`src/rtl/gamma_lut_ctrl.sv`:
```
// Double-buffered 256-entry gamma LUT on a two-stage pixel stream. The host fills the
// shadow bank; a commit swaps banks at the next frame start so no frame mixes tables.
module gamma_lut_ctrl #(
  parameter int VSYNC_POL = 1,
  parameter int PIPE_LAT  = 2
) (
  input  logic       clk,
  input  logic       rst_n,
  input  logic       per_frame_vsync,
  input  logic       per_frame_href,
  input  logic       per_frame_clken,
  input  logic [7:0] per_img_Y,
  input  logic       cfg_wr_en,
  input  logic [7:0] cfg_wr_addr,
  input  logic [7:0] cfg_wr_data,
  input  logic       cfg_commit,
  output logic       post_frame_vsync,
  output logic       post_frame_href,
  output logic       post_frame_clken,
  output logic [7:0] post_img_Y,
  output logic       cfg_pending,
  output logic       cfg_wr_drop,
  output logic       active_bank,
  output logic       bypass
);

  localparam int DATA_W = 8;
  localparam int DEPTH  = 1 << DATA_W;
  // The datapath is built with two stages; any other PIPE_LAT falls back to two.
  localparam int STAGES = (PIPE_LAT == 2) ? PIPE_LAT : 2;
  localparam logic VSYNC_IDLE = (VSYNC_POL != 0) ? 1'b0 : 1'b1;

  typedef enum logic [1:0] {
    IDLE    = 2'd0,
    PENDING = 2'd1,
    SWAP    = 2'd2
  } state_t;

  state_t state_q, state_d;
  logic   active_bank_q, active_bank_d;
  logic   bypass_q, bypass_d;
  logic   vsync_q;
  logic   frame_start_q;
  logic   wr_ok;

  logic [DATA_W-1:0] bank0_mem [DEPTH];
  logic [DATA_W-1:0] bank1_mem [DEPTH];

  logic [STAGES-1:0] vsync_sr_q;
  logic [STAGES-1:0] href_sr_q;
  logic [STAGES-1:0] clken_sr_q;
  logic [DATA_W-1:0] pix_p1_q;
  logic              bank_p1_q;
  logic              bypass_p1_q;
  logic [DATA_W-1:0] lut_rd_p1;
  logic [DATA_W-1:0] pix_p2_q;

  function automatic logic vsync_active(input logic v);
    return (VSYNC_POL != 0) ? v : ~v;
  endfunction

  function automatic logic [DATA_W-1:0] map_pixel(input logic ck, input logic byp,
                                                  input logic [DATA_W-1:0] raw,
                                                  input logic [DATA_W-1:0] lut);
    if (!ck) return '0;
    return byp ? raw : lut;
  endfunction

  always_ff @(posedge clk) begin
    if (!rst_n) begin
      vsync_q       <= VSYNC_IDLE;
      frame_start_q <= 1'b0;
    end else begin
      vsync_q       <= per_frame_vsync;
      frame_start_q <= vsync_active(per_frame_vsync) & ~vsync_active(vsync_q);
    end
  end

  always_comb begin
    state_d       = state_q;
    active_bank_d = active_bank_q;
    bypass_d      = bypass_q;
    unique case (state_q)
      IDLE: begin
        if (cfg_commit) state_d = PENDING;
      end
      PENDING: begin
        if (frame_start_q) state_d = SWAP;
      end
      SWAP: begin
        active_bank_d = ~active_bank_q;
        bypass_d      = 1'b0;
        state_d       = IDLE;
      end
      default: state_d = IDLE;
    endcase
  end

  always_ff @(posedge clk) begin
    if (!rst_n) begin
      state_q       <= IDLE;
      active_bank_q <= 1'b0;
      bypass_q      <= 1'b1;
    end else begin
      state_q       <= state_d;
      active_bank_q <= active_bank_d;
      bypass_q      <= bypass_d;
    end
  end

  // Writes are accepted only in IDLE so the bank about to go live is never disturbed.
  assign wr_ok       = rst_n & cfg_wr_en & (state_q == IDLE);
  assign cfg_wr_drop = rst_n & cfg_wr_en & (state_q != IDLE);
  assign cfg_pending = (state_q != IDLE);
  assign active_bank = active_bank_q;
  assign bypass      = bypass_q;

  always_ff @(posedge clk) begin
    if (wr_ok && !active_bank_q) bank1_mem[cfg_wr_addr] <= cfg_wr_data;
    if (wr_ok &&  active_bank_q) bank0_mem[cfg_wr_addr] <= cfg_wr_data;
  end

  assign lut_rd_p1 = bank_p1_q ? bank1_mem[pix_p1_q] : bank0_mem[pix_p1_q];

  always_ff @(posedge clk) begin
    if (!rst_n) begin
      vsync_sr_q  <= '0;
      href_sr_q   <= '0;
      clken_sr_q  <= '0;
      pix_p1_q    <= '0;
      bank_p1_q   <= 1'b0;
      bypass_p1_q <= 1'b1;
      pix_p2_q    <= '0;
    end else begin
      // Stage 1: capture address plus the bank/bypass choice, pinning the pixel to a table.
      vsync_sr_q  <= {vsync_sr_q[STAGES-2:0], per_frame_vsync};
      href_sr_q   <= {href_sr_q[STAGES-2:0], per_frame_href};
      clken_sr_q  <= {clken_sr_q[STAGES-2:0], per_frame_clken};
      pix_p1_q    <= per_img_Y;
      bank_p1_q   <= active_bank_q;
      bypass_p1_q <= bypass_q;
      // Stage 2: registered LUT read, gated by the delayed clken.
      pix_p2_q    <= map_pixel(clken_sr_q[0], bypass_p1_q, pix_p1_q, lut_rd_p1);
    end
  end

  assign post_frame_vsync = vsync_sr_q[STAGES-1];
  assign post_frame_href  = href_sr_q[STAGES-1];
  assign post_frame_clken = clken_sr_q[STAGES-1];
  assign post_img_Y       = pix_p2_q;

endmodule

```
`config.mk`:
```
export PLATFORM = sky130hd
export DESIGN_NAME = gamma_lut_ctrl
export DESIGN_NICKNAME = d
export VERILOG_FILES = /design/src/rtl/gamma_lut_ctrl.sv
export SDC_FILE = /design/constraint.sdc
export NUM_CORES = 2
export LEC_CHECK = 0
export CAP_MARGIN = 40
export CORE_MARGIN = 5
export CORE_UTILIZATION = 40
export CTS_CLUSTER_SIZE = 14
export DETAILED_ROUTE_END_ITERATION = 10
export GPL_ROUTABILITY_DRIVEN = 0
export GPL_TIMING_DRIVEN = 1
export PLACE_DENSITY = 0.6
export SLEW_MARGIN = 40
export SYNTH_ARGS = -nofsm -noshare
export SYNTH_HDL_FRONTEND = slang
export SYNTH_SLANG_ARGS = --single-unit
```
`constraint.sdc`:
```
create_clock -name clk -period 3.4 [get_ports clk]
set_input_delay 0.51 -clock clk [delete_from_list [all_inputs] [get_ports clk]]
set_output_delay 0.51 -clock clk [all_outputs]
set_load 0.01 [all_outputs]
```
== Word level (Yosys, flattened, before mapping) ==
Memory sizes are Yosys's and may differ from the RTL's. A register that Yosys moved wholly into a read port is not among the register bits.
Cells that the tools add are included.

* Equal/unequal tests: 4
* Muxes and demuxes: 15
* Bitwise logic cells: 6
* Reduce and logical (&&, ||, !) cells: 6

{| class="wikitable"
|+ Operators with widths
! kind !! number
|-
| 8-bit 2-to-1 mux || 6
|-
| 1-bit 2-to-1 mux || 6
|-
| 1-bit bitwise AND || 4
|-
| 2-bit 2-to-1 mux || 2
|-
| 2-bit != test, second input constant || 2
|-
| 2-bit case mux with 2 select lines || 1
|-
| 2-bit by 1-bit equality test with 1-bit output, second input constant || 1
|-
| 2-bit equality test, second input constant || 1
|-
| 1-bit logical AND || 2
|-
| 2-bit zero test || 1
|-
| 1-bit inverter || 2
|-
| 2-bit AND reduction || 1
|-
| 2-bit nonzero test || 1
|-
| 1-bit zero test || 1
|}

* Register bits after elaboration: 30
* RAM bits: 4096
* Input port bits: 31
* Output and inout port bits: 15
* Memories: 2

{| class="wikitable"
|+ Memories
! memory !! words !! width !! rd ports !! clocked after memory_dff !! write ports !! line !! RTL
|-
| bank0_mem || 256 || 8 || 1 || 1 || 1 || 46 || <nowiki>logic [DATA_W-1:0] bank0_mem [DEPTH];</nowiki>
|-
| bank1_mem || 256 || 8 || 1 || 1 || 1 || 47 || <nowiki>logic [DATA_W-1:0] bank1_mem [DEPTH];</nowiki>
|}

== Logic depth before layout (Yosys ltp) ==
* Depth after elaboration: 5
* Mapped depth: 13
* Depth with buffers taken out: 7

== Worst setup path after synthesis ==
OpenSTA, ideal clock, no wires.

* Path type: register to register
* Start: reg pix_p1_q[0]
* End: reg pix_p2_q[0] (netlist: post_img_Y[0])
* Data arrival time: 2.489 ns
* Slack: 0.791 ns
* Cell stages (with the launch flop): 12
* Path buffers: 5
* Period minus slack after synthesis: 2.609 ns
* Cell sequence: dfxtp_1 buf_6 buf_6 buf_6 buf_6 buf_2 mux4_2 a221oi_1 o22ai_1 nor3_1 nor4_1 a211o_1

* Cells in the longest elaborated chain, start to end: 2

{| class="wikitable"
|+ RTL lines
! element !! line !! RTL
|-
| from (decl) || 52 || <nowiki>logic [DATA_W-1:0] pix_p1_q;</nowiki>
|-
| from (signal assigned) || 139 || <nowiki>pix_p1_q <= per_img_Y;</nowiki>
|-
| 8-bit 2-to-1 mux (2 in a row) || 66 || <nowiki>return byp ? raw : lut;</nowiki>
|-
| to (signal assigned) || 143 || <nowiki>pix_p2_q <= map_pixel(clken_sr_q[0], bypass_p1_q, pix_p1_q, lut_rd_p1);</nowiki>
|-
| to (decl) || 56 || <nowiki>logic [DATA_W-1:0] pix_p2_q;</nowiki>
|}

No other way between the ends.
A chain may end at the register's enable or synchronous reset.

==> flow_summary.html <==
<table>
<tr><th>Metric</th><th>Value</th></tr>
<tr><th colspan="2">Power and ir drop</th></tr>
<tr><td>Final total power</td><td>107.0 mW</td></tr>
<tr><td>Pwr dens</td><td>561.7 nW/um2</td></tr>
<tr><td>Leakage power summed over all cells</td><td>60.35 nW</td></tr>
<tr><td>Worst voltage drop across the vdd grid</td><td>0.0004760 V</td></tr>
<tr><th colspan="2">Worst setup path</th></tr>
<tr><td>Ordered list of cells on the worst path</td><td>buf_6 -&gt; buf_4 -&gt; or2_2 -&gt; nor3_1 -&gt; a311oi_1 -&gt; o21ai_0 -&gt; nor3b_2 -&gt; nor4_4 -&gt; a211o_1</td></tr>
<tr><td>Largest fanout on the critical path</td><td>17</td></tr>
<tr><td>Cell with the largest stage delay on the worst path</td><td>dfxtp_4</td></tr>
<tr><td>Crit path required time</td><td>4320 ps</td></tr>
<tr><td>Worst setup path category</td><td>reg2reg</td></tr>
<tr><td>CP max stage delay</td><td>560 ps</td></tr>
<tr><td>Startpoint kind of the worst setup timing path</td><td>flip-flop</td></tr>
<tr><td>CP Data Arrival Time</td><td>4390 ps</td></tr>
<tr><td>Buf/Inv on CP</td><td>2</td></tr>
<tr><td>Critical Path Sink Type</td><td>flip-flop</td></tr>
<tr><td>Gate family responsible for the most delay along the worst path</td><td>simple AND/OR/NAND/NOR gates</td></tr>
<tr><th colspan="2">Final layout</th></tr>
<tr><td>Final Util</td><td>0.4809</td></tr>
<tr><td>Area used by sequential logic in the layout</td><td>123,600 um2</td></tr>
<tr><td>Total non-filler cell area in the finished layout</td><td>190,600 um2</td></tr>
<tr><td>Filler cell count</td><td>31,820</td></tr>
<tr><td>Area of combinational cells with multiple inputs</td><td>33,890 um2</td></tr>
<tr><td>P&amp;R area growth vs syn</td><td>19.74%</td></tr>
<tr><td>Final net count</td><td>8,738</td></tr>
<tr><td>Share of post-route cells with drive strength above 1</td><td>0.3375</td></tr>
<tr><th colspan="2">Timing</th></tr>
<tr><td>Headroom to the max-slew limit</td><td>0.3990</td></tr>
<tr><td>Final worst setup slack</td><td>-68.59 ps</td></tr>
<tr><td>Setup Skew</td><td>70.70 ps</td></tr>
<tr><td>Max-slew violations</td><td>0</td></tr>
<tr><td>Setup repair after global routing missed its margin</td><td>yes</td></tr>
<tr><td>Transition time at the pin with the least slew margin</td><td>901.5 ps</td></tr>
<tr><td>Number of setup violations in the final report</td><td>3</td></tr>
<tr><td>Max Clock Freq</td><td>0.2883 GHz</td></tr>
<tr><td>Period utilization</td><td>1.020</td></tr>
<tr><td>Final hold vios</td><td>0</td></tr>
<tr><td>Smallest hold slack</td><td>58.45 ps</td></tr>
<tr><td>Post-layout min period</td><td>3469 ps</td></tr>
<tr><th colspan="2">Placement</th></tr>
<tr><td>IO Port Bufs</td><td>45</td></tr>
<tr><td>Total half-perimeter wirelength after legalization and detailed placement</td><td>291,700 um</td></tr>
<tr><td>Post-detailed-placement cell area</td><td>175,000 um2</td></tr>
<tr><td>Setup WS pre-CTS</td><td>-1061 ps</td></tr>
<tr><th colspan="2">Routing</th></tr>
<tr><td>Detailed-route via count</td><td>83,440</td></tr>
<tr><td>Count of nets left with antenna violations after detail routing</td><td>0</td></tr>
<tr><td>Drt drc</td><td>0</td></tr>
<tr><td>Pre-Repair DR Iteration Count</td><td>6</td></tr>
<tr><td>Drt total wl</td><td>458,400 um</td></tr>
<tr><td>Average via count per standard cell</td><td>5.830</td></tr>
<tr><td>WL per Instance</td><td>32.03 um</td></tr>
<tr><td>Number of DRC markers after the initial detailed-route iteration</td><td>11,030</td></tr>
<tr><th colspan="2">Status</th></tr>
<tr><td>Failing checks</td><td>negative setup slack</td></tr>
<tr><td>Status</td><td>finished with violations</td></tr>
<tr><th colspan="2">Clock network</th></tr>
<tr><td>TritonCTS clock tree</td><td>built</td></tr>
<tr><td>Clock Latency Late Sink</td><td>980 ps</td></tr>
<tr><td>Number of buffers created by CTS</td><td>403</td></tr>
<tr><td>Root cell of the clock tree</td><td>clkbuf_16</td></tr>
<tr><td>Clock edge transition at the registers on the reported setup and hold paths</td><td>60 ps</td></tr>
<tr><td>Number of H-tree levels</td><td>5</td></tr>
<tr><td>Max clock buf depth</td><td>4</td></tr>
<tr><td>CTS sink cnt</td><td>4,125</td></tr>
<tr><th colspan="2">Global routing</th></tr>
<tr><td>Initial antenna violation count</td><td>25</td></tr>
<tr><td>Via count of the first global-routing pass</td><td>83,540</td></tr>
<tr><td>Wire length of the first global-routing pass</td><td>640,400 um</td></tr>
<tr><td>Residual overflow from global routing</td><td>0</td></tr>
<tr><td>Maximum number of pins on one net before global-route repair</td><td>145</td></tr>
<tr><td>Overall global routing resource usage</td><td>0.2181</td></tr>
<tr><th colspan="2">Logic synthesis</th></tr>
<tr><td>Cell area after synthesis</td><td>159,100 um2</td></tr>
<tr><td>Flops &amp; latches, synth</td><td>4,125</td></tr>
<tr><td>Net count after synthesis</td><td>7,423</td></tr>
<tr><td>Syn Area/Cell</td><td>21.53 um2</td></tr>
<tr><td>Most used DFF post-synth</td><td>edfxtp_1</td></tr>
<tr><td>Number of flops mapped to enable cells by yosys</td><td>4,096</td></tr>
<tr><td>Share of synthesized flip-flops with an asynchronous set or reset</td><td>0</td></tr>
<tr><td>Yosys warns</td><td>0</td></tr>
<tr><td>Sequential-to-total area share from yosys stat</td><td>0.7766</td></tr>
<tr><td>Number of distinct library cell variants in the gate-level netlist after synthesis</td><td>59</td></tr>
<tr><td>Cell count after synthesis</td><td>7,392</td></tr>
<tr><th colspan="2">Floorplanning</th></tr>
<tr><td>Die width</td><td>640.8 um</td></tr>
<tr><td>Starting density of the core</td><td>0.4016</td></tr>
<tr><td>Full die area</td><td>410,600 um2</td></tr>
<tr><td># IOs</td><td>46</td></tr>
<tr><td>Standard-cell rows</td><td>231</td></tr>
<tr><td>Area of the core</td><td>396,300 um2</td></tr>
<tr><td>Die outline height</td><td>640.8 um</td></tr>
<tr><th colspan="2">Job</th></tr>
<tr><td>Maximum Capacitance Violations</td><td>0</td></tr>
<tr><th colspan="2">Hold path</th></tr>
<tr><td>Min-Delay Path Class</td><td>in2reg</td></tr>
</table>
-- flip-flops by register name (all words and copies together) (netlist names) --
name           cells
bank_p1_q          1
post_img_Y         8
bypass             1
bank1_mem       2048
pix_p1_q           8
active_bank        1
href_sr_q          2
clken_sr_q         2
bank0_mem       2048
vsync_sr_q         2
bypass_p1_q        1
frame_start_q      1
state_q            2
-- logic make-up after synthesis --
| logic type | after synthesis | share of synthesized area |
|---|---|---|
| AO/OA/AOI/OAI | 621 | 0.02802 |
| flip-flops | 4125 | 0.7766 |
| XOR/XNOR | 1 | 0.00005505 |
| buffers and inverters | 473 | 0.01553 |
| AND/OR/NAND/NOR | 961 | 0.02569 |
| multiplexers | 1211 | 0.1542 |
-- routing by layer --
| metal | GRT usage | wire length, um | vias up |
|---|---|---|---|
| met5 | 0 | 116 | - |
| met4 | 0.07280 | 16490 | 4 |
| met3 | 0.05385 | 48190 | 695 |
| met2 | 0.3339 | 211700 | 4339 |
| met1 | 0.3077 | 181900 | 44680 |
| li1 | - | - | 33720 |
-- layout by cell type, fill, tap and decap left out, types with 10 or more instances in the layout --
cell,netlist,layout
a21oi_1,98,92
a221oi_1,61,46
a221oi_2,1,16
a22o_1,47,44
a22oi_1,160,151
a31oi_1,25,18
and2_1,27,23
buf_12,0,124
buf_16,0,29
buf_4,38,1127
buf_6,58,12
buf_8,0,14
bufinv_16,0,47
clkbuf_1,234,87
clkbuf_16,0,422
clkdlybuf4s50_1,0,36
clkinv_1,1,80
clkinv_2,0,80
clkinvlp_4,0,15
dfxtp_1,29,21
diode_2,0,23
edfxtp_1,4096,4096
mux2i_1,211,205
mux4_2,991,991
nand2_1,151,149
nand3_1,78,66
nand3_2,0,12
nand4_1,19,19
nor2_1,567,556
nor2b_1,21,16
nor3_1,46,38
o211ai_1,11,11
o21ai_0,51,38
o21ai_1,2,10
o221ai_1,50,46
o22ai_1,57,52
-- timing repair --
item,CTS,global route
gates resized for setup,85,109
hold buffers,3,1
setup buffers,19,41
pin swaps,11,21
hold endpoints to repair,43,13
cloned,7,18
setup endpoints to repair,6,8
-- where the power goes --
part / internal [mW] / switching, mW / leakage, nW / total, mW
Combinational: 2.34 / 3.77 / 16.9 / 6.11
Sequential: 55.9 / 0.0567 / 37.0 / 55.9
Clock: 25.6 / 19.4 / 6.44 / 45.0
Total: 83.8 / 23.2 / 60.3 / 107
-- worst reg2reg max path, cell delays in order (launching register included) --
cell      delay, ps
dfxtp_4         560
buf_6           350
buf_4           360
or2_2           400
nor3_1          110
a311oi_1        510
o21ai_0         290
nor3b_2         260
nor4_4          430
a211o_1         180
-- cells in the mapped netlist (3+ instances only) --
cell type / n / area share
inv_1: 9 / 0.00021
a31oi_1: 25 / 0.00098
o311ai_0: 4 / 0.00022
a211oi_1: 6 / 0.00028
a221oi_1: 61 / 0.0034
or2_2: 3 / 0.00012
a2111oi_0: 10 / 0.00055
a21oi_1: 98 / 0.0031
o2111ai_1: 4 / 0.00022
nor2_1: 567 / 0.013
nor4_1: 14 / 0.00055
and3_1: 6 / 0.00024
mux2i_1: 211 / 0.013
a22o_1: 47 / 0.0026
mux2_2: 9 / 0.00064
a22oi_1: 160 / 0.0075
o21ai_0: 51 / 0.0016
edfxtp_1: 4096 / 0.77
nand4_1: 19 / 0.00075
nor3_1: 46 / 0.0014
o221ai_1: 50 / 0.0028
or3_1: 4 / 0.00016
a221o_1: 7 / 0.00044
nand3_1: 78 / 0.0025
buf_4: 38 / 0.0018
o211ai_1: 11 / 0.00052
dfxtp_1: 29 / 0.0036
buf_2: 94 / 0.0030
buf_1: 37 / 0.00087
a311oi_1: 11 / 0.00061
nor3b_1: 6 / 0.00028
mux4_2: 991 / 0.14
o22ai_1: 57 / 0.0022
a211o_1: 4 / 0.00022
nand2b_1: 9 / 0.00035
o32ai_1: 4 / 0.00022
nand2_1: 151 / 0.0036
buf_6: 58 / 0.0041
nor2b_1: 21 / 0.00083
clkbuf_1: 234 / 0.0055
and2_1: 27 / 0.0011
-- metrics by stage --
stage	setup TNS (ps)	std cells
after floorplan	0	7392
after global placement	-4564	13450
after detailed placement	-2826	13450
after CTS	-71.27	14230
after global routing	-21.14	14300
final	-158.8	14310
-- path summary, 6_finish.rpt --
kind | startpoint | to | slack (ps) | cells past startpoint
worst min register to register | vsync_sr_q[0] | frame_start_q | 410 | 1
worst max register to register | pix_p1_q[2] | post_img_Y[3] | -70 | 9
worst max-delay path | pix_p1_q[2] | post_img_Y[3] | -70 | 9
worst min-delay path | cfg_wr_data[1] | bank0_mem[206][1] | 60 | 1
-- cell type report --
cell class	count	share of cell area
Sequential cell	4125	0.6487
Multi-Input combinational cell	2794	0.1779
Timing Repair Buffer	1371	0.06894
Antenna cell	23	0.0003020
Clock buffer	492	0.05484
Clock inverter	253	0.01469
Inverter	12	0.0002889
Tap cell	5242	0.03442
No activity file was read; power rests on OpenSTA's default activity.
